<file path="src/rtl/nn_pkg.sv">
// Shared definitions for the network weight memory loader: index width,
// loader state encoding and the write-mode constant.
package nn_pkg;

  localparam int   ADDR_W       = 8;
  localparam logic WMODE_WEIGHT = 1'b1;

  typedef enum logic [2:0] {
    S_IDLE    = 3'd0,
    S_COLLECT = 3'd1,
    S_WRITE   = 3'd2,
    S_WAIT    = 3'd3,
    S_CHECK   = 3'd4,
    S_FIN     = 3'd5
  } state_e;

endpackage

</file>
<file path="src/rtl/byte_packer.sv">
// Shifts host bytes into a sizew-bit word, little-endian (first byte lands in bits [7:0]).
// last_o flags that the byte currently offered completes the word.
module byte_packer #(
  parameter int sizew = 32
) (
  input  logic             clk,
  input  logic             rst,
  input  logic             clr_i,
  input  logic             en_i,
  input  logic [7:0]       byte_i,
  output logic [sizew-1:0] word_o,
  output logic             last_o
);

  localparam int NB = sizew / 8;
  localparam int CW = (NB > 1) ? $clog2(NB) : 1;

  logic [CW-1:0]    cnt_q;
  logic [sizew-1:0] word_q;

  assign last_o = (cnt_q == CW'(NB - 1));
  assign word_o = word_q;

  always_ff @(posedge clk) begin
    if (rst || clr_i) begin
      cnt_q  <= '0;
      word_q <= '0;
    end else if (en_i) begin
      // Each new byte enters at the top, so after NB bytes the first sits at the bottom.
      word_q <= (word_q >> 8) | (sizew'(byte_i) << (sizew - 8));
      cnt_q  <= last_o ? '0 : cnt_q + CW'(1);
    end
  end

endmodule

</file>
<file path="src/rtl/weight_loader.sv">
// Loads weight/bias words from a host byte stream into the network memory, layer -> neuron -> input.
// Optional CHECKSUM_EN: a trailing byte must bring the 8-bit sum of all data bytes to zero, else err.
module weight_loader
  import nn_pkg::*;
#(
  parameter int maxl  = 5,
  parameter int maxn  = 16,
  parameter int maxin = 33,
  parameter int sizew = 32
) (
  input  logic              clk,
  input  logic              rst,
  input  logic              start,
  input  logic [7:0]        s_data,
  input  logic              s_valid,
  output logic              s_ready,
  output logic [ADDR_W-1:0] wlayer,
  output logic [ADDR_W-1:0] wn,
  output logic [ADDR_W-1:0] win,
  output logic              wmode,
  output logic              ws,
  output logic [sizew-1:0]  wdata,
  input  logic              wf,
  output logic              busy,
  output logic              done,
  output logic              err,
  output logic [15:0]       wcount
);

  localparam logic [ADDR_W-1:0] LAST_L  = ADDR_W'(maxl - 1);
  localparam logic [ADDR_W-1:0] LAST_N  = ADDR_W'(maxn - 1);
  localparam logic [ADDR_W-1:0] LAST_IN = ADDR_W'(maxin - 1);

  state_e            state_q, state_d;
  logic [ADDR_W-1:0] wlayer_q, wlayer_d, wn_q, wn_d, win_q, win_d;
  logic [15:0]       wcount_q, wcount_d;
  logic              err_q, err_d, wmode_q, wmode_d;
  logic              take, pk_en, pk_clr, pk_last, last_word;

  assign take      = s_valid & s_ready;
  assign last_word = (wlayer_q == LAST_L) && (wn_q == LAST_N) && (win_q == LAST_IN);

  byte_packer #(.sizew(sizew)) u_packer (
    .clk    (clk),
    .rst    (rst),
    .clr_i  (pk_clr),
    .en_i   (pk_en),
    .byte_i (s_data),
    .word_o (wdata),
    .last_o (pk_last)
  );

`ifdef CHECKSUM_EN
  logic [7:0] csum_q, csum_d, csum_sum;
  assign csum_sum = csum_q + s_data;

  always_ff @(posedge clk) begin
    if (rst) csum_q <= '0;
    else     csum_q <= csum_d;
  end
`endif

  always_ff @(posedge clk) begin
    if (rst) begin
      state_q  <= S_IDLE;
      wlayer_q <= '0;
      wn_q     <= '0;
      win_q    <= '0;
      wcount_q <= '0;
      err_q    <= 1'b0;
      wmode_q  <= 1'b0;
    end else begin
      state_q  <= state_d;
      wlayer_q <= wlayer_d;
      wn_q     <= wn_d;
      win_q    <= win_d;
      wcount_q <= wcount_d;
      err_q    <= err_d;
      wmode_q  <= wmode_d;
    end
  end

  always_comb begin
    state_d  = state_q;
    wlayer_d = wlayer_q;
    wn_d     = wn_q;
    win_d    = win_q;
    wcount_d = wcount_q;
    err_d    = err_q;
    wmode_d  = wmode_q;
    s_ready  = 1'b0;
    ws       = 1'b0;
    done     = 1'b0;
    pk_en    = 1'b0;
    pk_clr   = 1'b0;
`ifdef CHECKSUM_EN
    csum_d   = csum_q;
`endif
    case (state_q)
      S_IDLE: begin
        if (start) begin
          wlayer_d = '0;
          wn_d     = '0;
          win_d    = '0;
          wcount_d = '0;
          err_d    = 1'b0;
          wmode_d  = WMODE_WEIGHT;
          pk_clr   = 1'b1;
`ifdef CHECKSUM_EN
          csum_d   = '0;
`endif
          state_d  = S_COLLECT;
        end
      end
      S_COLLECT: begin
        s_ready = 1'b1;
        if (take) begin
          pk_en = 1'b1;
`ifdef CHECKSUM_EN
          csum_d = csum_sum;
`endif
          if (pk_last) state_d = S_WRITE;
        end
      end
      S_WRITE: begin
        ws      = 1'b1;
        state_d = S_WAIT;
      end
      S_WAIT: begin
        if (wf) begin
          wcount_d = wcount_q + 16'd1;
          if (win_q == LAST_IN) begin
            win_d = '0;
            if (wn_q == LAST_N) begin
              wn_d     = '0;
              wlayer_d = wlayer_q + ADDR_W'(1);
            end else begin
              wn_d = wn_q + ADDR_W'(1);
            end
          end else begin
            win_d = win_q + ADDR_W'(1);
          end
`ifdef CHECKSUM_EN
          if (last_word) state_d = S_CHECK;
`else
          if (last_word) state_d = S_FIN;
`endif
          else           state_d = S_COLLECT;
        end
      end
`ifdef CHECKSUM_EN
      S_CHECK: begin
        s_ready = 1'b1;
        if (take) begin
          if (csum_sum != 8'd0) err_d = 1'b1;
          state_d = S_FIN;
        end
      end
`endif
      S_FIN: begin
        done    = 1'b1;
        state_d = S_IDLE;
      end
      default: state_d = S_IDLE;
    endcase
  end

  assign busy   = (state_q != S_IDLE);
  assign wlayer = wlayer_q;
  assign wn     = wn_q;
  assign win    = win_q;
  assign wmode  = wmode_q;
  assign err    = err_q;
  assign wcount = wcount_q;

endmodule

</file>
<file path="config.mk">
export PLATFORM = sky130hd
export DESIGN_NAME = weight_loader
export DESIGN_NICKNAME = d
export VERILOG_FILES = /design/src/rtl/nn_pkg.sv /design/src/rtl/byte_packer.sv /design/src/rtl/weight_loader.sv
export SDC_FILE = /design/constraint.sdc
export NUM_CORES = 1
export LEC_CHECK = 0
export CAP_MARGIN = 25
export CELL_PAD_IN_SITES_DETAIL_PLACEMENT = 0
export CELL_PAD_IN_SITES_GLOBAL_PLACEMENT = 1
export CORE_MARGIN = 4
export CORE_UTILIZATION = 35
export CTS_CLUSTER_DIAMETER = 80
export DETAILED_ROUTE_END_ITERATION = 8
export GPL_TIMING_DRIVEN = 1
export PLACE_DENSITY_LB_ADDON = 0.1
export SLEW_MARGIN = 20
export SYNTH_ARGS = -nofsm -noshare
export SYNTH_HDL_FRONTEND = slang
export SYNTH_SLANG_ARGS = --single-unit
</file>
<file path="constraint.sdc">
create_clock -name clk -period 2.5 [get_ports clk]
set_clock_uncertainty 0.15 [all_clocks]
set_input_delay 0.375 -clock clk [delete_from_list [all_inputs] [get_ports clk]]
set_output_delay 0.375 -clock clk [all_outputs]
set_load 0.01 [all_outputs]
</file>
; ---- Word level (Yosys, flattened, before mapping)
; Index checks and enable logic that the tools add are counted.
[word_totals]
ff_bits = 78
in_bits = 13
out_inout_bits = 78
word_cells = 69
[op_classes]
add_sub_neg = 5
eq_ne = 14
n_mux = 29
n_bitwise = 2
n_reduce_logical = 11
[op_table]
columns = op, count
row1 = two-way mux 8 bit, 9
row2 = one-hot mux 8 bit (2 select lines), 3
row3 = two-way mux 16 bit, 2
row4 = bitwise OR 24 x 32 -> 32 bit, 1
row5 = one-hot mux 16 bit (2 select lines), 1
row6 = "adder 8 x 1 -> 8 bit, second input constant", 3
row7 = "adder 16 x 1 -> 16 bit, second input constant", 1
row8 = two-way mux 3 bit, 5
row9 = one-hot mux 3 bit (4 select lines), 1
row10 = "!= test 2 bit, second input constant", 5
row11 = "== test 8 x 3 -> 1 bit, second input constant", 1
row12 = "== test 8 x 4 -> 1 bit, second input constant", 1
row13 = "== test 8 x 6 -> 1 bit, second input constant", 1
row14 = AND reduction 4 bit, 2
row15 = two-way mux 1 bit, 7
row16 = "== test 3 x 2 -> 1 bit, second input constant", 2
row17 = AND reduction 5 bit, 1
row18 = "== test 3 x 1 -> 1 bit, second input constant", 1
row19 = "== test 3 bit, second input constant", 1
row20 = zero test 3 bit, 1
row21 = AND reduction 3 bit, 1
row22 = nonzero test 3 bit, 1
row23 = "adder 2 x 1 -> 2 bit, second input constant", 1
row24 = "== test 2 bit, second input constant", 1
row25 = 7 further kinds, 8

; ---- Longest topological paths before layout
; Gate-level depths: netlist (run 1).
[logic_depth]
ltp_word = 6
mapped_depth = 7

; ---- Modules after synthesis
; From an unflattened synthesis (run 1), not the netlist that was laid out.
[unflattened]
cells_unflattened = 387
area_unflattened_um2 = 3480.8
[modules_own_cells]
columns = module, instances, cells_each, area_each_um2, seq_area_each_um2
row1 = weight_loader, 1, 274, 2238.4, 880.8
row2 = byte_packer, 1, 113, 1242.4, 680.7

; ---- Worst setup path after synthesis (run 1)
; No wires, ideal clock.
[synth_path]
kind = flip-flop to flip-flop
startpoint = register wn_q[4], in the netlist wn[4]
endpoint = register wlayer_q[7], in the netlist wlayer[7]
setup_ps = 74
arrival_ps = 1919
required_ps = 2276
slack_ps = 357
path_stages_with_launch = 5
cell_sequence = dfxtp_1 or4_4 or3_4 or4_1 a31oi_1
[synth_via]
elab_chain_cells = 3
[synth_rtl]
columns = element, line_no
row1 = start: declaration, weight_loader.sv:35  ; logic [ADDR_W-1:0] wlayer_q, wlayer_d, wn_q, wn_d, win_q, win_d;
row2 = start signal: assignment, weight_loader.sv:75  ; wn_q <= wn_d;
row3 = == test 8 x 4 -> 1 bit, weight_loader.sv:134  ; if (wn_q == LAST_N) begin
row4 = != test 2 bit (no source line), -
row5 = AND reduction 5 bit (no source line), -
row6 = end signal: assignment, weight_loader.sv:74  ; wlayer_q <= wlayer_d;
row7 = end: declaration, weight_loader.sv:35
; Every way passes these cells.
; A chain may end at the register's enable or synchronous reset.

; ---- Worst setup path in the final report (run 1)
[layout_path]
startpoint = register state_q[1]
endpoint = output ws
[layout_via]
elab_chain_cells = 2
[layout_rtl]
columns = element, line_no
row1 = start: declaration, weight_loader.sv:34  ; state_e state_q, state_d;
row2 = start signal: assignment, weight_loader.sv:73  ; state_q <= state_d;
row3 = == test 3 x 2 -> 1 bit, weight_loader.sv:99  ; case (state_q)
row4 = two-way mux 1 bit, weight_loader.sv:99
row5 = end: declaration, weight_loader.sv:21  ; output logic ws,
; Every way passes these cells.

==> results of run 1 <==
[state kept, by name, indices dropped and copies added (netlist names)]
signal,flops
u_packer.word_o,32
u_packer.cnt_q,2
wlayer,8
wmode,1
state_q,3
wcount,16
win,8
wn,8
[power by group through the flow]
| stage | registers [uW] | clock network (uW) | logic [uW] |
|---|---|---|---|
| final | 1260 | 826 | 158 |
| after global routing | 1260 | 915 | 174 |
| after CTS | 1260 | 863 | 161 |
| after detailed placement | 1290 | 0 | 161 |
| after global placement | 1290 | 0 | 160 |
| after floorplan | 1290 | 0 | 77.9 |
[layer usage]
layer  routed length (um)  global-route usage, %
met5                    0                      0
met4                  174                   6.67
met3                  623                   4.80
met2                 4560                   27.5
met1                 4670                   22.7
[what timing repair did]
item,CTS,global route
hold endpoints to repair,0,0
setup endpoints to repair,0,1
gates resized for setup,0,1
[cell families (layout without fill, tap and decap cells)]
family / count (synthesis) / after routing
AND/OR/NAND/NOR: 199 / 199
other: 1 / 1
AO/OA/AOI/OAI: 113 / 113
flip-flops: 78 / 78
XOR/XNOR: 8 / 8
adder cells (fa/ha/maj): 7 / 7
buffers and inverters: 37 / 137
[critical path, stage by stage, from the launching register on]
cell             delay, ns
dfxtp_1               0.58
nor3b_1               0.31
clkdlybuf4s50_1       0.59
[cells in the mapped netlist, drive strengths merged, types with 3 or more instances]
library cell and n:
nand2 91, dfxtp 78, nand3 25, xor2 3
buf 4, clkbuf 23, nor3b 5, or4 12
and3 4, o211ai 6, and3b 3, nand4 7
nor3 6, and4 4, a311oi 4, a31oi 7
a211oi 6, nor2 20, o21ai 7, or2 3
a21oi 60, o31ai 9, or3 11, ha 7
xnor2 5, inv 9
[worst min-delay path by stage]
stage                               startpoint                              end  slack [ns]  depth (start not counted)
2_1_floorplan   u_packer.cnt_q[1]$_SDFFE_PP0P_   u_packer.cnt_q[1]$_SDFFE_PP0P_        0.29                          2
3_3_place_gp   u_packer.word_o[2]$_SDFFE_PP0P_  u_packer.word_o[2]$_SDFFE_PP0P_        0.29                          2
3_5_place_dp   u_packer.word_o[4]$_SDFFE_PP0P_  u_packer.word_o[4]$_SDFFE_PP0P_        0.30                          2
4_1_cts        u_packer.word_o[4]$_SDFFE_PP0P_  u_packer.word_o[4]$_SDFFE_PP0P_        0.31                          2
5_1_grt        u_packer.word_o[4]$_SDFFE_PP0P_  u_packer.word_o[4]$_SDFFE_PP0P_        0.33                          2
6_report       u_packer.word_o[2]$_SDFFE_PP0P_  u_packer.word_o[2]$_SDFFE_PP0P_        0.31                          2
[layout by cell type, fill, tap and decap left out, types with 7 or more instances in the layout]
| cell | n |
|---|---|
| clkbuf_8 | 9 |
| or3_1 | 10 |
| o31ai_1 | 9 |
| nor2_1 | 20 |
| ha_1 | 7 |
| nand4_1 | 7 |
| a31oi_1 | 7 |
| nand3_1 | 25 |
| buf_4 | 21 |
| inv_1 | 9 |
| a21oi_1 | 60 |
| dfxtp_1 | 77 |
| clkdlybuf4s50_1 | 89 |
| or4_1 | 11 |
| nand2_1 | 91 |
[cell type report]
class,count,area [sq um],area share [%]
multi-input cells,328,1850,38.0
flip-flops and latches,78,1560,32.1
repair buffers,112,1090,22.3
well taps,133,166,3.42
clock buffers,9,124,2.54
clock inverters,6,40.0,0.822
inverters,10,37.5,0.770
[per-stage QoR]
stage / instances / utilization [%] / setup slack (ns)
after floorplan: 443 / - / 0.357
after global placement: 661 / 47.9 / 0.0533
after detailed placement: 661 / 47.9 / 0.0102
after CTS: 676 / 49.6 / 0.0210
after global routing: 676 / 49.6 / 0.0528
final: 676 / 49.6 / 0.160
==> results.toml, run 1 <==
[status]
status = "finished, final reports clean"

[logic_synthesis]
post_synth_mux_area_share_pct = 0
synth_top_family_by_area = "simple AND/OR/NAND/NOR gates"
synth_edf_count = 0
yosys.area.top_type = "dfxtp_1"
synth_ff_type = "dfxtp_1"
synth_top_cell_area_share_pct = 43.9
synth_cell_types = 51
synth_compound_area_share_pct = 19.4
yosys.area_share.simple_pct = 28.1
synthTopCellsByArea = "dfxtp_1 (44%), nand2_1 (9.6%), a21oi_1 (8.4%)"
syn-num-nets = 463
synth-adder-area-share_pct = 2.46
synth.yosys.warnings = 0
synth_xor_xnor_area_share_pct = 1.97
synth_seq_area_share_pct = 43.9
synth_seq_cells = 78
async_flop_share_pct = 0
avgSynthCellArea_sq_um = 8.03
synth_cells = 443
syn_area_sq_um = 3560

[power_and_ir_drop]
p_seq_share_pct = 56.1
p_sw_share_pct = 25.4
vdd_ir_drop_max_uv = 192
power_leakage_uw = 0.00157
power.density_nw_per_um2 = 460
p_int_uw = 1670
comb_power_share_pct = 7.0
design_power_total_uw = 2240
p_sw_uw = 570
p_clk_share_pct = 36.8

[drt]
wl_per_cell_um = 14.8
drt-total-wl_mm = 10.0
drc = 0
ant_nets = 0
vias = 3538
vias_per_cell = 5.23
first_pass_iters = 4
dr.first_iter.drc_count = 160

[setup_path]
crit_type = "reg2out"
rr_worst_depth = 4
r2r_end = "wlayer[7]$_SDFFE_PP0P_"
reg2reg_from = "wn[7]$_SDFFE_PP0P_"
crit_path_end = "ws"
cp-start-kind = "flop"
worstPathRequired_ns = 1.98
crit_fanout = 14
critPathCaptureType = "output pin"
r2r_slack_ns = 0.23
critPathLaunch = "state_q[1]$_SDFFE_PP0P_"
cp_data_arrival_time_ns = 1.82

[timing]
relSlewSlack_pct = 57.5
hold_viol_final = 0
fin_crit_ns = 2.34
rsz0062_at_grt = "no"
slew_viol_final = 0
setup_viol = 0
worst_slew_pin_slew_ns = 0.638
fin_setup_tns_ns = 0
hold-worst-slack_ns = 0.311
fmax_mhz = 427
min_period_over_period_pct = 93.6

[floorplanning]
pin_count = 91
core.rowCount = 36
core_area_sq_um = 9820
die_x_um = 109
die_h_um = 109
initial_utilization_pct = 36.2
dieArea_sq_um = 11800

[global_route]
grt_first_pass_wirelength_mm = 16.6
grtUsageTotal_pct = 17.4
overflow = 0
grt_max_degree = 49
antenna_found_initial = 0
first_global_vias = 3397

[cts]
cts_setup_buffers = 0
clock_latency_ns = 0.35
cts_hold_buf = 0
ctsHtreeMaxLevel = 3
cts-root-buf = "clkbuf_8"
cts.sinks = 78
numCtsBuffers = 9
path_clk_slew_ns = 0.08
cts_tree = "built"
clock_path_buffers = 2

[placement]
port_buffers = 89
place.gp.congestion = 0.882
dpl_cell_area_sq_um = 4710
dpl.hpwl_mm = 6.92

[worst_hold_path]
hold_class = "reg2reg"

[layout]
drive_above_1_share_pct = 8.84
diodes = 0
nFillCells = 1026
design_area_sq_um = 4870
finalNetCount = 559
area_growth_pct = 36.9

[job]
maxCapViolCount = 0
Note: power is estimated with default switching activity, not from simulation.
==> run 2, diff against run 1 <==
==> constraint.sdc (replaced) <==
create_clock -name clk -period 2.4 [get_ports clk]
set_clock_uncertainty 0.15 [all_clocks]
set_input_delay 0.36 -clock clk [delete_from_list [all_inputs] [get_ports clk]]
set_output_delay 0.36 -clock clk [all_outputs]
set_load 0.01 [all_outputs]
==> results.toml, run 2 (same netlist as run 1, synthesis figures left out) <==
[setup_path]
crit_type = "reg2reg"
slowest_stage = "or4_4"
critPathCaptureType = "flop"
crit_chain = "or4_4 -> or3_4 -> buf_4 -> a2111oi_0 -> o21bai_1"
reg2reg_from = "wn[7]$_SDFFE_PP0P_"
cp-start-kind = "flop"
cp_data_arrival_time_ns = 2.45
crit_buf_inv = 1
slowest_delay_ns = 0.57
rr_worst_depth = 5
crit_fanout = 8
cp_top_family = "simple AND/OR/NAND/NOR gates"
r2r_slack_ns = 0.08
worstPathRequired_ns = 2.53
r2r_end = "wlayer[3]$_SDFFE_PP0P_"

[timing]
hold-worst-slack_ns = 0.307
fin_setup_tns_ns = 0
setup_viol = 0
rsz0062_at_grt = "no"
worst_slew_pin_slew_ns = 0.617
min_period_over_period_pct = 96.7
slew_viol_final = 0
relSlewSlack_pct = 58.9
hold_viol_final = 0
fmax_mhz = 431
fin_crit_ns = 2.32

[cts]
cts_tree = "built"
cts.sinks = 78
path_clk_slew_ns = 0.08
clock_latency_ns = 0.35
clock_path_buffers = 2
cts-root-buf = "clkbuf_8"
ctsHtreeMaxLevel = 3
numCtsBuffers = 9
cts_hold_buf = 0

[global_route]
overflow = 0
grt_max_degree = 49
grt_first_pass_wirelength_mm = 16.4
first_global_vias = 3442
grtUsageTotal_pct = 17.2
use_met2_pct = 28.1
grt-busiest-layer = "met2"
antenna_found_initial = 0
use_met3_pct = 5.09
met1_usage_pct = 22.0

[floorplanning]
initial_utilization_pct = 36.2
dieArea_sq_um = 11800
core.rowCount = 36
core_area_sq_um = 9820
die_h_um = 109
die_x_um = 109
pin_count = 91

[worst_hold_path]
hold_start = "u_packer.word_o[6]$_SDFFE_PP0P_"
hold_path_end = "u_packer.word_o[6]$_SDFFE_PP0P_"
holdPathStages = 2
hold_class = "reg2reg"

[power_and_ir_drop]
power_leakage_uw = 0.00164
comb_power_share_pct = 6.9
p_sw_uw = 634
power.density_nw_per_um2 = 502
p_seq_share_pct = 52.3
p_sw_share_pct = 25.3
p_clk_share_pct = 40.9
vdd_ir_drop_max_uv = 279
p_int_uw = 1870

[layout]
regArea_sq_um = 1560
finalNonFillerCells = 687
layout_commonest_cell = "nand2_1"
drive_above_1_share_pct = 11.0
design_area_sq_um = 4990
largest_reg_flops = 32
diodes = 0
multiInputGateArea_sq_um = 1860
area_growth_pct = 40.3
finalNetCount = 569
nFillCells = 1044
final_core_util_pct = 50.8
final_cell_mix = "nand2_1 (91), clkdlybuf4s50_1 (89), dfxtp_1 (76), a21oi_1 (60), buf_4 (31)"

[drt]
drc = 0
first_pass_iters = 5
drt-total-wl_mm = 10.1
vias_per_cell = 5.23
vias = 3590
dr.first_iter.drc_count = 155
wl_per_cell_um = 14.7
ant_nets = 0

[placement]
dpl_cell_area_sq_um = 4780
dpl.hpwl_mm = 7.05
port_buffers = 89
place.gp.congestion = 0.889
post-place-cells = 671

[job]
maxCapViolCount = 0

[status]
status = "finished, final reports clean"
[run 2: through the flow]
stage	total power [uW]	worst slack, ns
floorplan	1420	0.257
global placement	1510	-0.0935
detailed placement	1510	-0.0919
CTS	2550	0.0934
global route	2620	0.0419
finish	2510	0.0783
[run 2: area by class of cell]
class | count | area share (%)
repair buffers | 122 | 23.3
inverters | 10 | 0.752
clock buffers | 9 | 2.48
flip-flops and latches | 78 | 31.3
clock inverters | 7 | 1.55
multi-input cells | 328 | 37.2
well taps | 133 | 3.33
[run 2: power by group through the flow]
stage          clock network, uW  logic, uW  registers [uW]
2_1_floorplan                  0       81.2            1340
3_3_place_gp                   0        175            1340
3_5_place_dp                   0        174            1340
4_1_cts                     1060        175            1310
5_1_grt                     1120        190            1310
6_report                    1020        173            1310
[run 2: worst max-delay path by stage]
| stage | startpoint | endpoint | cells past startpoint |
|---|---|---|---|
| after floorplan | wn[4]$_SDFFE_PP0P_ | wlayer[7]$_SDFFE_PP0P_ | 4 |
| after global placement | rst | state_q[2]$_SDFFE_PP0P_ | 5 |
| after detailed placement | start | wcount[5]$_SDFFE_PP0P_ | 6 |
| after CTS | state_q[0]$_SDFFE_PP0P_ | s_ready | 2 |
| after global routing | state_q[1]$_SDFFE_PP0P_ | ws | 2 |
| final | wn[7]$_SDFFE_PP0P_ | wlayer[3]$_SDFFE_PP0P_ | 5 |
[run 2: routing by layer]
layer	share of wire [%]	vias to the layer above
met1	45	1679
met5	0	-
met3	7.3	10
met2	46	88
li1	-	1813
met4	1.0	0
[run 2: timing repair]
action                                 CTS  global route
resized for setup                        2             1
endpoints found under the hold margin    0             0
setup endpoints to repair                1             1
setup buffers                            0             0
[run 2: worst register-to-register path, cell delays in order, from the launching register on]
cell,delay (ns)
dfxtp_1,0.34
or4_4,0.57
or3_4,0.40
buf_4,0.18
a2111oi_0,0.44
o21bai_1,0.17
==> run 3, diff against run 2 <==
--- a/config.mk
+++ b/config.mk
@@ -9,7 +9,8 @@
 export CELL_PAD_IN_SITES_DETAIL_PLACEMENT = 0
 export CELL_PAD_IN_SITES_GLOBAL_PLACEMENT = 1
 export CORE_MARGIN = 4
-export CORE_UTILIZATION = 35
+export CORE_UTILIZATION = 37
+export CTS_BUF_LIST = sky130_fd_sc_hd__clkbuf_8
 export CTS_CLUSTER_DIAMETER = 80
 export DETAILED_ROUTE_END_ITERATION = 8
 export GPL_TIMING_DRIVEN = 1
==> results.toml, run 3 (same netlist as run 1, synthesis figures left out) <==
[floorplanning]
die_h_um = 106
initial_utilization_pct = 38.3
core_area_sq_um = 9280
dieArea_sq_um = 11200
die_x_um = 106
pin_count = 91
core.rowCount = 35

[timing]
rsz0062_at_grt = "no"
fin_setup_tns_ns = 0
hold_viol_final = 0
fin_crit_ns = 2.30
min_period_over_period_pct = 95.8
worst_slew_pin_slew_ns = 0.685
hold-worst-slack_ns = 0.312
setup_viol = 0
relSlewSlack_pct = 54.3
slew_viol_final = 0
fmax_mhz = 435

[cts]
cts_setup_buffers = 0
cts_tree = "built"
cts.sinks = 78
clock_path_buffers = 2
path_clk_slew_ns = 0.08
ctsHtreeMaxLevel = 3
clock_latency_ns = 0.35
numCtsBuffers = 9
cts_hold_buf = 0
cts-root-buf = "clkbuf_8"
cts_resized = 1

[global_route]
grtUsageTotal_pct = 18.5
grt_first_pass_wirelength_mm = 17.1
antenna_found_initial = 0
grt_max_degree = 49
first_global_vias = 3463
overflow = 0

[setup_path]
cp-start-kind = "flop"
worstPathRequired_ns = 1.89
crit_type = "reg2out"
critPathCaptureType = "output pin"
cp_data_arrival_time_ns = 1.79
crit_fanout = 13

[worst_hold_path]
hold_class = "reg2reg"

[power_and_ir_drop]
vdd_ir_drop_max_uv = 410
power.density_nw_per_um2 = 522
power_leakage_uw = 0.00167

[drt]
drt-total-wl_mm = 10.2
drc = 0
wl_per_cell_um = 14.9
vias = 3587
first_pass_iters = 4
vias_per_cell = 5.24
ant_nets = 0
dr.first_iter.drc_count = 158

[layout]
largest_reg_flops = 32
multiInputGateArea_sq_um = 1860
finalNetCount = 571
drive_above_1_share_pct = 11.2
nFillCells = 891
diodes = 0
regArea_sq_um = 1560
design_area_sq_um = 5030
final_cell_mix = "nand2_1 (91), clkdlybuf4s50_1 (89), dfxtp_1 (77), a21oi_1 (60), buf_4 (33)"
finalNonFillerCells = 685
layout_commonest_cell = "nand2_1"
area_growth_pct = 41.4

[placement]
dpl_cell_area_sq_um = 4790
port_buffers = 89
dpl.hpwl_mm = 7.13
place.gp.congestion = 0.882
post-place-cells = 669

[job]
maxCapViolCount = 0

[status]
status = "finished, final reports clean"
## run 3: cell types whose count changed in the layout (fill, tap and decap cells not counted)
cell / change
clkinv_4: +1
bufinv_16: +1
dfxtp_1: +1
clkbuf_8: +2
buf_4: +2
dfxtp_2: -1
inv_6: -4
## run 3: routing by layer
layer  wire length [um]  global-route usage [%]  vias to the layer above
met5                  0                       0                        -
met1               5020                    24.9                     1683
met2               4540                    29.1                       79
met4                137                    5.46                        0
li1                   -                       -                     1812
met3                536                    4.92                       13
## run 3: power breakdown
| part | total, uW | internal (uW) | switching [uW] | leakage, uW |
|---|---|---|---|---|
| registers | 1310 | 1300 | 8.15 | 0.000630 |
| logic | 175 | 78.0 | 97.0 | 0.000920 |
| clock network | 1140 | 643 | 497 | 0.000116 |
| total | 2620 | 2020 | 603 | 0.00167 |
## run 3: layout make-up
cell class	instances	share of cell area, %
clock buffer	11	3.01
timing repair buffer	124	23.4
clock inverter	5	1.62
multi-input combinational	328	36.9
inverter	10	0.746
tap	129	3.21
sequential	78	31.1
## run 3: through the flow
stage | util [%] | power, uW | worst slack, ns
2_1_floorplan | - | 1420 | 0.257
3_3_place_gp | 51.6 | 1520 | -0.0253
3_5_place_dp | 51.6 | 1520 | -0.0795
4_1_cts | 54.2 | 2650 | 0.0851
5_1_grt | 54.2 | 2720 | 0.0318
6_report | 54.2 | 2620 | 0.102
## run 3: path summary, 6_finish.rpt
check                                                startpoint                              end  slack, ns  cells after the start
worst max register to register               wn[7]$_SDFFE_PP0P_           wlayer[3]$_SDFFE_PP0P_       0.18                      5
worst max-delay path                    state_q[2]$_SDFFE_PP0P_                             busy       0.10                      3
worst min-delay path            u_packer.word_o[3]$_SDFFE_PP0P_  u_packer.word_o[3]$_SDFFE_PP0P_       0.31                      2
worst min register to register  u_packer.word_o[3]$_SDFFE_PP0P_  u_packer.word_o[3]$_SDFFE_PP0P_       0.31                      2
## run 3: worst max-delay path: stages (launching register included)
cell             delay (ns)
dfxtp_1                0.63
nor3_1                 0.17
inv_1                  0.11
clkdlybuf4s50_1        0.54
